[config.mk]
export PLATFORM = sky130hd
export DESIGN_NAME = mdio_master
export DESIGN_NICKNAME = d
export VERILOG_FILES = /design/src/rtl/mdio_master.sv
export SDC_FILE = /design/constraint.sdc
export NUM_CORES = 1
export LEC_CHECK = 0
export CAP_MARGIN = 10
export CORE_MARGIN = 2
export CORE_UTILIZATION = 35
export CTS_BUF_LIST = sky130_fd_sc_hd__clkbuf_4 sky130_fd_sc_hd__clkbuf_8
export DETAILED_ROUTE_END_ITERATION = 12
export GPL_ROUTABILITY_DRIVEN = 0
export PLACE_DENSITY = 0.6
export SYNTH_ARGS = -nofsm -noshare
export SYNTH_HDL_FRONTEND = slang
export SYNTH_SLANG_ARGS = --single-unit
export TNS_END_PERCENT = 20
[constraint.sdc]
create_clock -name clk_50 -period 5.8 [get_ports clk_50]
set_input_delay 0.58 -clock clk_50 [delete_from_list [all_inputs] [get_ports clk_50]]
set_output_delay 0.58 -clock clk_50 [all_outputs]
set_load 0.05 [all_outputs]
[src/rtl/mdio_master.sv]
// rtl/mdio_master.sv - Clause 22 MDIO management master (optional preamble suppression: MDIO_PRE_SUPPRESS_EN)
module mdio_master #(
    parameter int MDC_DIV = 20
) (
    input  logic        clk_50,
    input  logic        reset_n,
    input  logic        cmd_valid,
    output logic        cmd_ready,
    input  logic        cmd_write,
    input  logic [4:0]  cmd_phy_addr,
    input  logic [4:0]  cmd_reg_addr,
    input  logic [15:0] cmd_wdata,
`ifdef MDIO_PRE_SUPPRESS_EN
    input  logic        cmd_no_pre,
`endif
    output logic        rsp_valid,
    output logic [15:0] rsp_rdata,
    output logic        rsp_err,
    output logic        busy,
    output logic        mdc,
    output logic        mdio_o,
    output logic        mdio_oe,
    input  logic        mdio_i
);

    localparam int DW = $clog2(MDC_DIV);

    typedef enum logic [2:0] {
        S_IDLE,
        S_PRE,
        S_HDR,
        S_TA,
        S_DATA,
        S_DONE
    } state_t;

    state_t         state;
    state_t         state_nxt;
    logic [DW-1:0]  div_cnt;
    logic           phase_hi;
    logic [5:0]     bit_cnt;
    logic [63:0]    frame;
    logic           is_read;
    logic [15:0]    rdata_sh;
    logic           err_sh;

    logic           no_pre;
    logic           accept;
    logic           active;
    logic           half_end;
    logic           rise;
    logic           bit_end;
    logic [5:0]     nxt_bit;
    logic [5:0]     start_bit;
    logic [63:0]    frame_new;

`ifdef MDIO_PRE_SUPPRESS_EN
    assign no_pre = cmd_no_pre;
`else
    assign no_pre = 1'b0;
`endif

    assign cmd_ready = (state == S_IDLE);
    assign busy      = (state != S_IDLE);
    assign accept    = (state == S_IDLE) && cmd_valid;
    assign active    = (state != S_IDLE) && (state != S_DONE);
    assign half_end  = active && (div_cnt == DW'(MDC_DIV - 1));
    assign rise      = half_end && !phase_hi;
    assign bit_end   = half_end && phase_hi;
    assign nxt_bit   = bit_cnt + 6'd1;
    assign start_bit = no_pre ? 6'd32 : 6'd0;

    // Frame image, bit 63 goes out first; read TA/DATA slots are never driven.
    assign frame_new = {32'hFFFF_FFFF, 2'b01, (cmd_write ? 2'b01 : 2'b10),
                        cmd_phy_addr, cmd_reg_addr,
                        (cmd_write ? 2'b10 : 2'b11),
                        (cmd_write ? cmd_wdata : 16'hFFFF)};

    always_ff @(posedge clk_50 or negedge reset_n) begin
        if (!reset_n) begin
            state <= S_IDLE;
        end else begin
            state <= state_nxt;
        end
    end

    always_comb begin
        state_nxt = state;
        case (state)
            S_IDLE: if (cmd_valid) state_nxt = no_pre ? S_HDR : S_PRE;
            S_PRE:  if (bit_end && bit_cnt == 6'd31) state_nxt = S_HDR;
            S_HDR:  if (bit_end && bit_cnt == 6'd45) state_nxt = S_TA;
            S_TA:   if (bit_end && bit_cnt == 6'd47) state_nxt = S_DATA;
            S_DATA: if (bit_end && bit_cnt == 6'd63) state_nxt = S_DONE;
            S_DONE: if (div_cnt == DW'(1)) state_nxt = S_IDLE;
            default: state_nxt = S_IDLE;
        endcase
    end

    always_ff @(posedge clk_50 or negedge reset_n) begin
        if (!reset_n) begin
            div_cnt   <= '0;
            phase_hi  <= 1'b0;
            bit_cnt   <= '0;
            frame     <= '0;
            is_read   <= 1'b0;
            rdata_sh  <= '0;
            err_sh    <= 1'b0;
            mdc       <= 1'b0;
            mdio_o    <= 1'b1;
            mdio_oe   <= 1'b0;
            rsp_valid <= 1'b0;
            rsp_rdata <= '0;
            rsp_err   <= 1'b0;
        end else begin
            rsp_valid <= 1'b0;
            if (accept) begin
                frame    <= frame_new;
                is_read  <= !cmd_write;
                bit_cnt  <= start_bit;
                div_cnt  <= '0;
                phase_hi <= 1'b0;
                mdc      <= 1'b0;
                mdio_o   <= frame_new[~start_bit];
                mdio_oe  <= 1'b1;
            end else if (active) begin
                div_cnt <= half_end ? '0 : div_cnt + 1'b1;
                if (rise) begin
                    mdc      <= 1'b1;
                    phase_hi <= 1'b1;
                    // A PHY that answers pulls TA bit 2 low; a floating bus reads 1.
                    if (state == S_TA && bit_cnt == 6'd47) err_sh <= mdio_i;
                    if (state == S_DATA) rdata_sh <= {rdata_sh[14:0], mdio_i};
                end else if (bit_end) begin
                    mdc      <= 1'b0;
                    phase_hi <= 1'b0;
                    if (bit_cnt == 6'd63) begin
                        mdio_o  <= 1'b1;
                        mdio_oe <= 1'b0;
                    end else begin
                        bit_cnt <= nxt_bit;
                        mdio_o  <= frame[~nxt_bit];
                        mdio_oe <= !(is_read && nxt_bit >= 6'd46);
                    end
                end
            end else if (state == S_DONE) begin
                // Two-cycle tail: bus released first, response reported second.
                if (div_cnt == '0) begin
                    div_cnt   <= DW'(1);
                    rsp_valid <= 1'b1;
                    rsp_rdata <= is_read ? rdata_sh : 16'h0000;
                    rsp_err   <= is_read && err_sh;
                end else begin
                    div_cnt <= '0;
                end
            end
        end
    end

endmodule

# After elaboration in Yosys (flattened, before gate mapping)

Cells that the tools add are included.

Input port bits: 31
Logic and storage cells: 110
Register bits: 84
Output and inout port bits: 23

Add/subtract/negate cells: 2
Bitwise operators: 3
Multiplexer cells: 41
Reductions and logical operators: 29
Eq/ne operators: 20
$lt $le $gt $ge: 2

Operators by type and width:

| kind                                                       | count |
|---|---|
| 2-to-1 mux 16 bit                                          | 2 |
| 2-to-1 mux 6 bit                                           | 5 |
| 2-to-1 mux 1 bit                                           | 21 |
| 2-to-1 mux 5 bit                                           | 4 |
| equality test 6 bit, second input constant                 | 3 |
| 2-to-1 mux 3 bit                                           | 6 |
| one-hot mux 3 bit (6 select lines)                         | 1 |
| inequality test 2 bit, second input constant               | 8 |
| AND reduction 4 bit                                        | 4 |
| logical AND 1 bit                                          | 12 |
| nonzero test 3 bit                                         | 3 |
| less-than comparator 6 x 7 -> 1 bit, second input constant | 1 |
| adder 6 x 1 -> 6 bit, second input constant                | 1 |
| binary-select mux 1 bit (select 6 bit)                     | 1 |
| equality test 3 x 2 -> 1 bit, second input constant        | 2 |
| equality test 3 bit, second input constant                 | 2 |
| equality test 6 x 5 -> 1 bit, second input constant        | 1 |
| >= comparator 6 bit, second input constant                 | 1 |
| NOT 6 bit                                                  | 1 |
| AND reduction 6 bit                                        | 1 |
| adder 5 x 1 -> 5 bit, second input constant                | 1 |
| equality test 5 x 1 -> 1 bit, second input constant        | 1 |
| equality test 5 bit, second input constant                 | 1 |
| zero test 5 bit                                            | 1 |
| other kinds (9)                                            | 13 |

# Longest topological paths before layout

Gate-level depths: netlist of run 1.

Depth in word-level cells: 9
Mapped depth: 8
Depth with buffers taken out: 7

# Worst setup path after synthesis of run 1

Ideal clock, no wire load.

Path type: register to register
Start: register state[0]
End: register div_cnt[2]
Clock period less this slack: 3,016 ps
Required time: 5,690 ps
Setup slack: 2,784 ps
Setup time: 110 ps
Stages on the path, launching flop included: 7
Path buffers: 1
Data arrival time: 2,906 ps
Path through: dfrtp_1 -> buf_6 -> nor3_1 -> inv_1 -> nor2_1 -> o21ai_0 -> o41ai_1

Elaborated cells on any way between the ends: 11
Classes of those cells: eq/ne (2); mux (3); reduce/logical (6)

RTL lines:

| element                                                                 | line | text |
|---|---|---|
| start: declaration                                                      | 37   | `state_t state;` |
| start signal: assignment                                                | 83   | `state <= state_nxt;` |
| zero test 3 bit *                                                       | n/a  |  |
| via cmd_ready                                                           | 8    | `output logic cmd_ready,` |
| logical AND 1 bit *                                                     | 65   | `assign accept = (state == S_IDLE) && cmd_valid;` |
| nonzero test 3 bit (no line) / 2-to-1 mux 5 bit (equally long branches) | n/a  |  |
| end signal: assignment                                                  | 127  | `div_cnt <= half_end ? '0 : div_cnt + 1'b1;` |
| end: declaration                                                        | 39   | `logic [DW-1:0] div_cnt;` |

The timed path passes the listed nets; every way through them passes the cells marked *.
A chain may end at the register's enable or synchronous reset.

# Worst setup path in the final report of run 1

Start: register state[0]
End: output busy

Cells in the longest elaborated chain, start to end: 1

RTL lines:

| element            | line | text |
|---|---|---|
| nonzero test 3 bit | 64   | `assign busy = (state != S_IDLE);` |
| end: declaration   | 19   | `output logic busy,` |

No other way between the ends.

==> key figures, run 1 <==
Run status
  – Status: complete, no violations

Floorplanning
  – IO Count: 54
  – Die W: between 100 and 150 µm
  – Die H: 112 µm
  – Core Box Area: 11400 µm²
  – Die area: about 13000 µm²
  – Starting density of the core: 0.358
  – Num rows: 39

Drt
  – Routed WL: 8000 µm
  – Via density: 4.97
  – DR vias: around 2800
  – DRC viols: 0
  – DR pass1 iterations: 4
  – Wire per inst: ~14 µm
  – 1st-iter DRT viols: 143
  – Detail Route Antenna Nets: 0

Global routing
  – GRT met2 Usage: 0.198
  – Met3 global-route usage: 0.0327
  – GRT busiest layer: met2
  – Total global routing overflow: 0
  – Initial antenna violation count: 0
  – M1 GR Usage: 0.187
  – First-pass GRT wire length: approximately 14000 µm
  – Vias in the first global route: 2726
  – Total GRT Usage: 0.132
  – Maximum number of pins on one net before global-route repair: 82

Setup path
  – WS Path Type: flop to output port
  – Crit Path Max Fanout: 12
  – Worst reg2reg path depth: 3
  – Worst EP arrival: 2.34 ns
  – CP Launch Type: flop
  – CP Capture Type: output port
  – WP data required: 5.22 ns

Clock network
  – Clock transition at path regs: 0.09 ns
  – Num CTS Buffers: 9
  – H-tree depth: 3
  – Cts hold-fix bufs: 0
  – Cts repair resizes: 0
  – Max Root-Sink Buffers: 2
  – Post-CTS Setup Bufs: 0
  – CTS root buf: clkbuf_8
  – Clk_lat worst skew: 0.36 ns
  – CTS tree: done
  – CTS Sinks: 81

Logic synthesis
  – Syn nets: 403
  – Yosys top cell area share: 0.492
  – Synth area leader: dfrtp_1
  – Most common flop cell mapped by yosys: dfrtp_1
  – Commonest cells post-synth: dfrtp_1 (80), nand2_1 (44), nor2_1 (32)
  – Register area share after synthesis: 0.498
  – Post-synthesis cell area: 4070 µm²
  – Register bit total from synthesis: 81
  – Number of synthesized flops with an enable pin: 0
  – Syn. warnings: 0
  – Synth area leaders: dfrtp_1 (49%), mux2_2 (5.3%), nand2_1 (4.1%)
  – Mapped Cells: 367
  – Yosys cell types: between 50 and 60
  – FFs w/ async S/R, synth: 1.00
  – Mapped Avg Cell Area: about 11 µm²
  – Count leader, synth: dfrtp_1

Timing
  – Final Hold Viols: 0
  – TNS Setup: 0 ns
  – Max Freq: 0.343 GHz
  – Slew Viols, Final: 0
  – Final setup vio count: 0
  – Crit path time final: between 2 and 3 ns
  – Worst-Margin Slew: 1.11 ns
  – RSZ-0062 raised after global routing: no
  – Period utilisation layout: 0.503
  – Hold slack: 0.396 ns
  – Slew Limit Headroom: 0.257
  – Clock Skew: roughly 0.0097 ns

Finish
  – Layout cells sized above 1: 0.182
  – Fin nets: 443
  – Syn-to-layout area delta: 18.6%
  – ANT cells: 0

Pwr
  – PD cells: around 320 nW/µm²
  – VDD IR max: 0.000204 V
  – Leak Pwr: 1.97 nW

Placement
  – Post-DP HPWL: 5360 µm
  – Port bufs: between 50 and 60

Hold path
  – Hold Path Class: primary input to async pin

Run
  – Max cap viols: 0
==> kinds of logic after synthesis <==
family	count (synthesis)	synth area share
fa+ha+maj	5	0.0154
compound gates	67	0.114
mux	40	0.138
xor+xnor	11	0.0283
simple gates	114	0.143
flops	81	0.498
buf+inv	49	0.0627
==> registers in the layout, indices dropped and copies added, names as in the netlist <==
register,count
state,3
bit_cnt,6
rsp_rdata,16
frame,29
mdio_o,1
mdio_oe,1
div_cnt,5
phase_hi,1
rdata_sh,16
rsp_valid,1
rsp_err,1
err_sh,1
==> metrics by stage <==
stage	setup slack (ns)	util	instance area, µm²	cells	power, mW
floorplan	2.78	-	4070	367	1.01
global placement	3.28	0.406	4620	539	1.08
detailed placement	3.27	0.406	4620	539	1.10
CTS	2.87	0.425	4830	555	1.55
global route	2.74	0.425	4830	555	1.62
finish	2.88	0.425	4830	555	1.53
==> per-layer routing <==
| layer | share of wire | wire length, µm |
|---|---|---|
| met2 | 0.45 | 3600 |
| met3 | 0.043 | 347 |
| met4 | 0.014 | 108 |
| met1 | 0.49 | 3940 |
| met5 | 0 | 0 |
==> layout make-up <==
type,count,area (µm²)
fillers,1117,6540
flip-flops and latches,81,2030
multi-input cells,237,1790
repair buffers,53,528
well taps,143,179
clock buffers,10,138
inverters,25,93.8
clock inverters,6,72.6
==> worst max-delay path, stage by stage (launching register included) <==
cell             delay, ns
dfrtp_1               0.53
nor3_1                0.53
inv_1                 0.18
clkdlybuf4s50_1       0.74
==> worst paths after layout <==
check                                      from                      to  slack, ns
max                        state[0]$_DFFE_PN0P_                    busy       2.88
max reg2reg                state[0]$_DFFE_PN0P_   frame[21]$_DFFE_PN0P_       3.31
max in group asynchronous               reset_n  div_cnt[0]$_DFFE_PN0P_       4.77
min                                     reset_n   frame[27]$_DFFE_PN0P_       0.40
min in group clk_50         rsp_err$_DFFE_PN0P_     rsp_err$_DFFE_PN0P_       0.48
min reg2reg                 rsp_err$_DFFE_PN0P_     rsp_err$_DFFE_PN0P_       0.48
==> layout by cell type (no fill, tap or decap), types with 5 or more instances in the layout <==
cell type,Yosys,layout
a31oi_1,19,19
mux4_2,7,7
xnor2_1,7,7
inv_1,25,25
mux2_2,19,19
nor2_1,32,32
o21ai_0,25,25
mux2_4,10,10
nor3_1,6,6
nand2_1,44,44
clkbuf_8,0,10
clkdlybuf4s50_1,0,52
dfrtp_1,80,80
nand3_1,6,6
ha_1,5,5
==> power by group <==
group / total (mW) / internal (mW) / leakage, nW / switching, mW
Combinational: 0.335 / 0.168 / 0.842 / 0.168
Clock: 0.442 / 0.217 / 0.109 / 0.225
Sequential: 0.751 / 0.659 / 1.02 / 0.0919
Total: 1.53 / 1.04 / 1.97 / 0.484
Note: power is estimated with default switching activity, not from simulation.
==> run 2, diff against run 1 <==
==> constraint.sdc (replaced) <==
create_clock -name clk_50 -period 2.9 [get_ports clk_50]
set_input_delay 0.29 -clock clk_50 [delete_from_list [all_inputs] [get_ports clk_50]]
set_output_delay 0.29 -clock clk_50 [all_outputs]
set_load 0.05 [all_outputs]
==> run 2 against run 1 <==
  * First-iteration DRC count down 9.8%
  * Die area unchanged
  * Power rose by 95%
  * Via count up 1.3%
  * Clock power grew 76%
  * Clock skew is essentially flat
  * Count of clock-buffer cells in the layout down 1
  * Setup slack worse by 2.3 ns
  * Register-to-register slack worse by 2.5 ns
  * Sequential cell count is the same
  * Combinational power increased by 110%
  * Critical path type unchanged
  * Largest power group unchanged
==> key figures, run 2 (synthesis gave the netlist of run 1 again) <==
Global routing
  – GRT busiest layer: met2
  – M1 GR Usage: 0.188
  – Maximum number of pins on one net before global-route repair: 82
  – Initial antenna violation count: 0
  – First-pass GRT wire length: 13900 µm
  – GRT met2 Usage: 0.213
  – Met3 global-route usage: 0.0435
  – Total global routing overflow: 0
  – Total GRT Usage: 0.137
  – Vias in the first global route: 2755

Drt
  – Routed WL: 7930 µm
  – DRC viols: 0
  – Via density: around 5
  – DR vias: around 2800
  – 1st-iter DRT viols: 129
  – Detail Route Antenna Nets: 0
  – Wire per inst: 14.1 µm
  – DR pass1 iterations: 4

Setup path
  – WS Path Type: flop to output port
  – Worst EP arrival: a little over 2 ns
  – Critical Path Start: state[0]$_DFFE_PN0P_
  – CP top delay family: buffers and inverters
  – Worst path buffer plus inverter count: 1
  – Crit Path Max Fanout: 12
  – Cell at the slowest stage of the critical path: clkdlybuf4s50_1
  – WP data required: 2.61 ns
  – RR Startpoint: div_cnt[0]$_DFFE_PN0P_
  – CP Launch Type: flop
  – Max incr delay on CP: 0.88 ns
  – Critical path cell sequence: nor3_2 > clkdlybuf4s50_1
  – CP Capture Type: output port

Pwr
  – Leak Pwr: 1.98 nW
  – PD cells: 613 nW/µm²
  – VDD IR max: 0.000402 V

Clock network
  – CTS Sinks: 81
  – Clk_lat worst skew: 0.36 ns
  – CTS tree: done
  – Cts repair resizes: 0
  – H-tree depth: 3
  – Clock transition at path regs: 0.09 ns
  – Post-CTS Setup Bufs: 0
  – Num CTS Buffers: 9
  – Max Root-Sink Buffers: 2
  – Cts hold-fix bufs: 0
  – CTS root buf: clkbuf_8

Placement
  – Placement Setup Slack: 0.782 ns
  – Post-DP HPWL: 5490 µm
  – Area after DPL: ~4700 µm²
  – Port bufs: 53

Floorplanning
  – Die W: about 110 µm
  – Die H: 112 µm
  – Core Box Area: about 11000 µm²
  – IO Count: 54
  – Die area: 12500 µm²
  – Num rows: 39
  – Starting density of the core: 0.358

Timing
  – Crit path time final: 2.36 ns
  – Max Freq: about 0.42 GHz
  – Final setup vio count: 0
  – Slew Limit Headroom: 0.328
  – Final Hold Viols: 0
  – Fin worst setup slack: 0.543 ns
  – Slew Viols, Final: 0
  – Period utilisation layout: 0.813
  – TNS Setup: 0 ns
  – RSZ-0062 raised after global routing: no
  – Worst-Margin Slew: 1.01 ns
  – Clock Skew: 0.00917 ns

Run
  – Max cap viols: 0

Finish
  – Most flop-heavy register: frame
  – Design area: just under 5000 µm²
  – Layout fillers: around 1100
  – Max FFs per register: 29
  – Top Registers: frame x29, rdata_sh x16, rsp_rdata x16
  – Layout cells sized above 1: 0.196
  – Final core utilization: 0.427
  – Fin nets: 449
  – ANT cells: 0
  – Most common cell after layout, fill and taps aside: dfrtp_1
  – Commonest cells after routing, fill and taps aside: dfrtp_1 (80), clkdlybuf4s50_1 (52), nand2_1 (44), nor2_1 (32)
  – Syn-to-layout area delta: 19.2%

Hold path
  – Hold Path Class: primary input to async pin

Run status
  – Status: complete, no violations
run 2: area by class of cell:
type | instances | area (µm²) | area share
Sequential cell | 81 | 2030 | 0.418
Multi-Input combinational cell | 237 | 1790 | 0.370
Timing Repair Buffer | 59 | 573 | 0.118
Tap cell | 143 | 179 | 0.0369
Clock buffer | 9 | 124 | 0.0255
Inverter | 25 | 93.8 | 0.0193
Clock inverter | 7 | 60.1 | 0.0124
run 2: worst register-to-register path: stages, from the launching register on:
cell and delay [ns]:
dfrtp_1 0.48, ha_1 0.32, nand4bb_2 0.27, nor4b_2 0.40, o21bai_2 0.20, nand2_2 0.07
a221o_1 0.29
run 2: stage by stage:
stage / power (mW) / hold slack [ns] / std cells
2_1_floorplan: 2.03 / -0.00559 / 367
3_3_place_gp: 2.20 / 0.462 / 545
3_5_place_dp: 2.23 / 0.475 / 545
4_1_cts: 3.02 / 0.135 / 561
5_1_grt: 3.17 / 0.177 / 561
6_report: 2.98 / 0.0989 / 561
run 2: path summary, 6_finish.rpt:
kind,end,slack (ns),cells after the start
min reg2reg,rsp_rdata[15]$_DFFE_PN0P_,0.49,2
max in group asynchronous,phase_hi$_DFFE_PN0P_,2.15,1
max,cmd_ready,0.54,2
min in group clk_50,frame[14]$_DFFE_PN0P_,0.47,3
max reg2reg,state[0]$_DFFE_PN0P_,0.78,6
min,frame[27]$_DFFE_PN0P_,0.1,1
run 2: report_power, final:
| group | internal, mW | switching, mW | leakage (nW) |
|---|---|---|---|
| logic | 0.355 | 0.342 | 0.873 |
| registers | 1.32 | 0.181 | 1.02 |
| clock network | 0.324 | 0.455 | 0.0844 |
run 2: metal layers:
layer	share of wire	routed length (µm)
met4	0.0064	51
met2	0.46	3690
met3	0.043	338
met5	0	0
met1	0.49	3850
==> run 3, diff against run 2 <==
==> constraint.sdc (replaced) <==
create_clock -name clk_50 -period 2.2 [get_ports clk_50]
set_input_delay 0.22 -clock clk_50 [delete_from_list [all_inputs] [get_ports clk_50]]
set_output_delay 0.22 -clock clk_50 [all_outputs]
set_load 0.05 [all_outputs]
==> run 3 against run 2 <==
  * Clock power rose by 81%
  * Non-clock buffer count rose by 6
  * Combinational power increased by 40%
  * Sequential share of layout area is 1.2 points lower
  * Power grew 45%
  * Largest cell class unchanged
==> key figures, run 3 (synthesis gave the netlist of run 1 again) <==
Run status
  – Status: complete, no violations

Finish
  – Syn-to-layout area delta: 22.8%
  – Final core utilization: 0.440
  – Design area: 5000 µm²
  – Final instance count without filler cells: about 570
  – Most flop-heavy register: frame
  – Max FFs per register: 29
  – Most common cell after layout, fill and taps aside: dfrtp_1
  – Layout cells sized above 1: 0.210
  – Top Registers: frame x29, rdata_sh x16, rsp_rdata x16
  – Commonest cells after routing, fill and taps aside: dfrtp_1 (80), clkdlybuf4s50_1 (50), nand2_1 (44), nor2_1 (32)
  – ANT cells: 0
  – Fin nets: 455

Drt
  – DR pass1 iterations: 5
  – Wire per inst: roughly 14 µm
  – Routed WL: ~8100 µm
  – 1st-iter DRT viols: 115
  – DRC viols: 0
  – Detail Route Antenna Nets: 0
  – Via density: 4.93
  – DR vias: 2796

Global routing
  – First-pass GRT wire length: 13800 µm
  – Total global routing overflow: 0
  – Initial antenna violation count: 0
  – GRT met2 Usage: 0.206
  – Vias in the first global route: around 2700
  – M1 GR Usage: 0.192
  – Met3 global-route usage: 0.0261
  – Total GRT Usage: 0.136
  – GRT busiest layer: met2
  – Maximum number of pins on one net before global-route repair: 43

Pwr
  – Sw Share: 0.306
  – Logic pwr share: 0.227
  – PD cells: roughly 860 nW/µm²
  – Internal: 3.00 mW
  – VDD IR max: roughly 0.00038 V
  – Leak Pwr: a little over 2 nW
  – Sequential share of power: 0.448
  – Sw Pwr: around 1.3 mW
  – Clock power frac: 0.325

Setup path
  – WP data required: 1.98 ns
  – Worst reg2reg path depth: 6
  – R2r setup slk: 0.18 ns
  – Cell at the slowest stage of the critical path: clkdlybuf4s50_1
  – Critical path cell sequence: clkdlybuf4s50_1
  – CP Capture Type: output port
  – WS Path Type: flop to output port
  – Reg-to-Reg End: state[0]$_DFFE_PN0P_
  – Worst EP arrival: 1.83 ns
  – Worst path buffer plus inverter count: 1
  – Critical Path Start: phase_hi$_DFFE_PN0P_
  – CP Launch Type: flop
  – Max incr delay on CP: slightly below 0.9 ns
  – RR Startpoint: div_cnt[0]$_DFFE_PN0P_
  – Crit Path Max Fanout: 8
  – CP top delay family: buffers and inverters

Timing
  – Worst-Margin Slew: about 0.63 ns
  – Max Freq: 0.489 GHz
  – Final Hold Viols: 0
  – Slew Limit Headroom: 0.579
  – Crit path time final: 2.05 ns
  – Period utilisation layout: 0.930
  – Final setup vio count: 0
  – RSZ-0062 raised after global routing: no
  – Slew Viols, Final: 0
  – Clock Skew: 0.0119 ns
  – TNS Setup: 0 ns

Clock network
  – Num CTS Buffers: 9
  – CTS root buf: clkbuf_8
  – CTS tree: done
  – Clk_lat worst skew: 0.37 ns
  – CTS Sinks: a little over 80
  – H-tree depth: 3
  – Max Root-Sink Buffers: 2
  – Clock transition at path regs: roughly 0.09 ns
  – Post-CTS Setup Bufs: 0

Hold path
  – Hold Path Class: primary input to async pin

Floorplanning
  – Die W: 112 µm
  – Starting density of the core: 0.358
  – Core Box Area: 11400 µm²
  – Die H: 112 µm
  – Num rows: 39
  – Die area: around 13000 µm²
  – IO Count: 54

Run
  – Max cap viols: 0

Placement
  – Port bufs: 53
  – Area after DPL: about 4700 µm²
  – Placed insts: 550
  – Post-DP HPWL: approximately 5600 µm
## run 3: layout make-up
cell class / count / area, µm²
clock inverters: 7 / 130
multi-input cells: 237 / 1800
clock buffers: 9 / 124
flip-flops and latches: 81 / 2030
fillers: 1104 / 6370
repair buffers: 65 / 642
inverters: 25 / 93.8
well taps: 143 / 179
## run 3: repair_timing
action	4_1_cts	5_1_grt
resized for setup	1	1
hold buffers	1	0
hold endpoints to repair	40	0
setup endpoints to repair	1	1
## run 3: power by group through the flow
stage	registers, mW	clock network (mW)	logic (mW)
after floorplan	1.87	0	0.815
after global placement	1.95	0	0.974
after detailed placement	1.96	0	0.994
after CTS	1.93	1.44	0.993
after global routing	1.97	1.50	1.09
final	1.93	1.41	0.979
## run 3: worst max path at each step
stage                                  end  slack, ns  cells after the start
floorplan           div_cnt[2]$_DFFE_PN0P_       0.20                      6
detailed placement    state[0]$_DFFE_PN0P_       0.16                      6
global route         frame[11]$_DFFE_PN0P_       0.01                      5
CTS                                    mdc       0.12                      1
global placement      state[0]$_DFFE_PN0P_       0.25                      6
finish                                 mdc       0.15                      1
## run 3: metal layers
metal  up-vias  part of all wire
li1       1377                 -
met1      1346              0.48
met2        61              0.46
met3        12             0.038
met4         0             0.018
met5         -                 0
## run 3: through the flow
stage          power [mW]  hold WS [ns]  setup slack [ns]
3_5_place_dp         2.95         0.261             0.162
3_3_place_gp         2.92         0.257             0.254
2_1_floorplan        2.68       -0.0756             0.196
4_1_cts              4.36         0.387             0.125
5_1_grt              4.55         0.392            0.0142
6_report             4.32         0.380             0.153
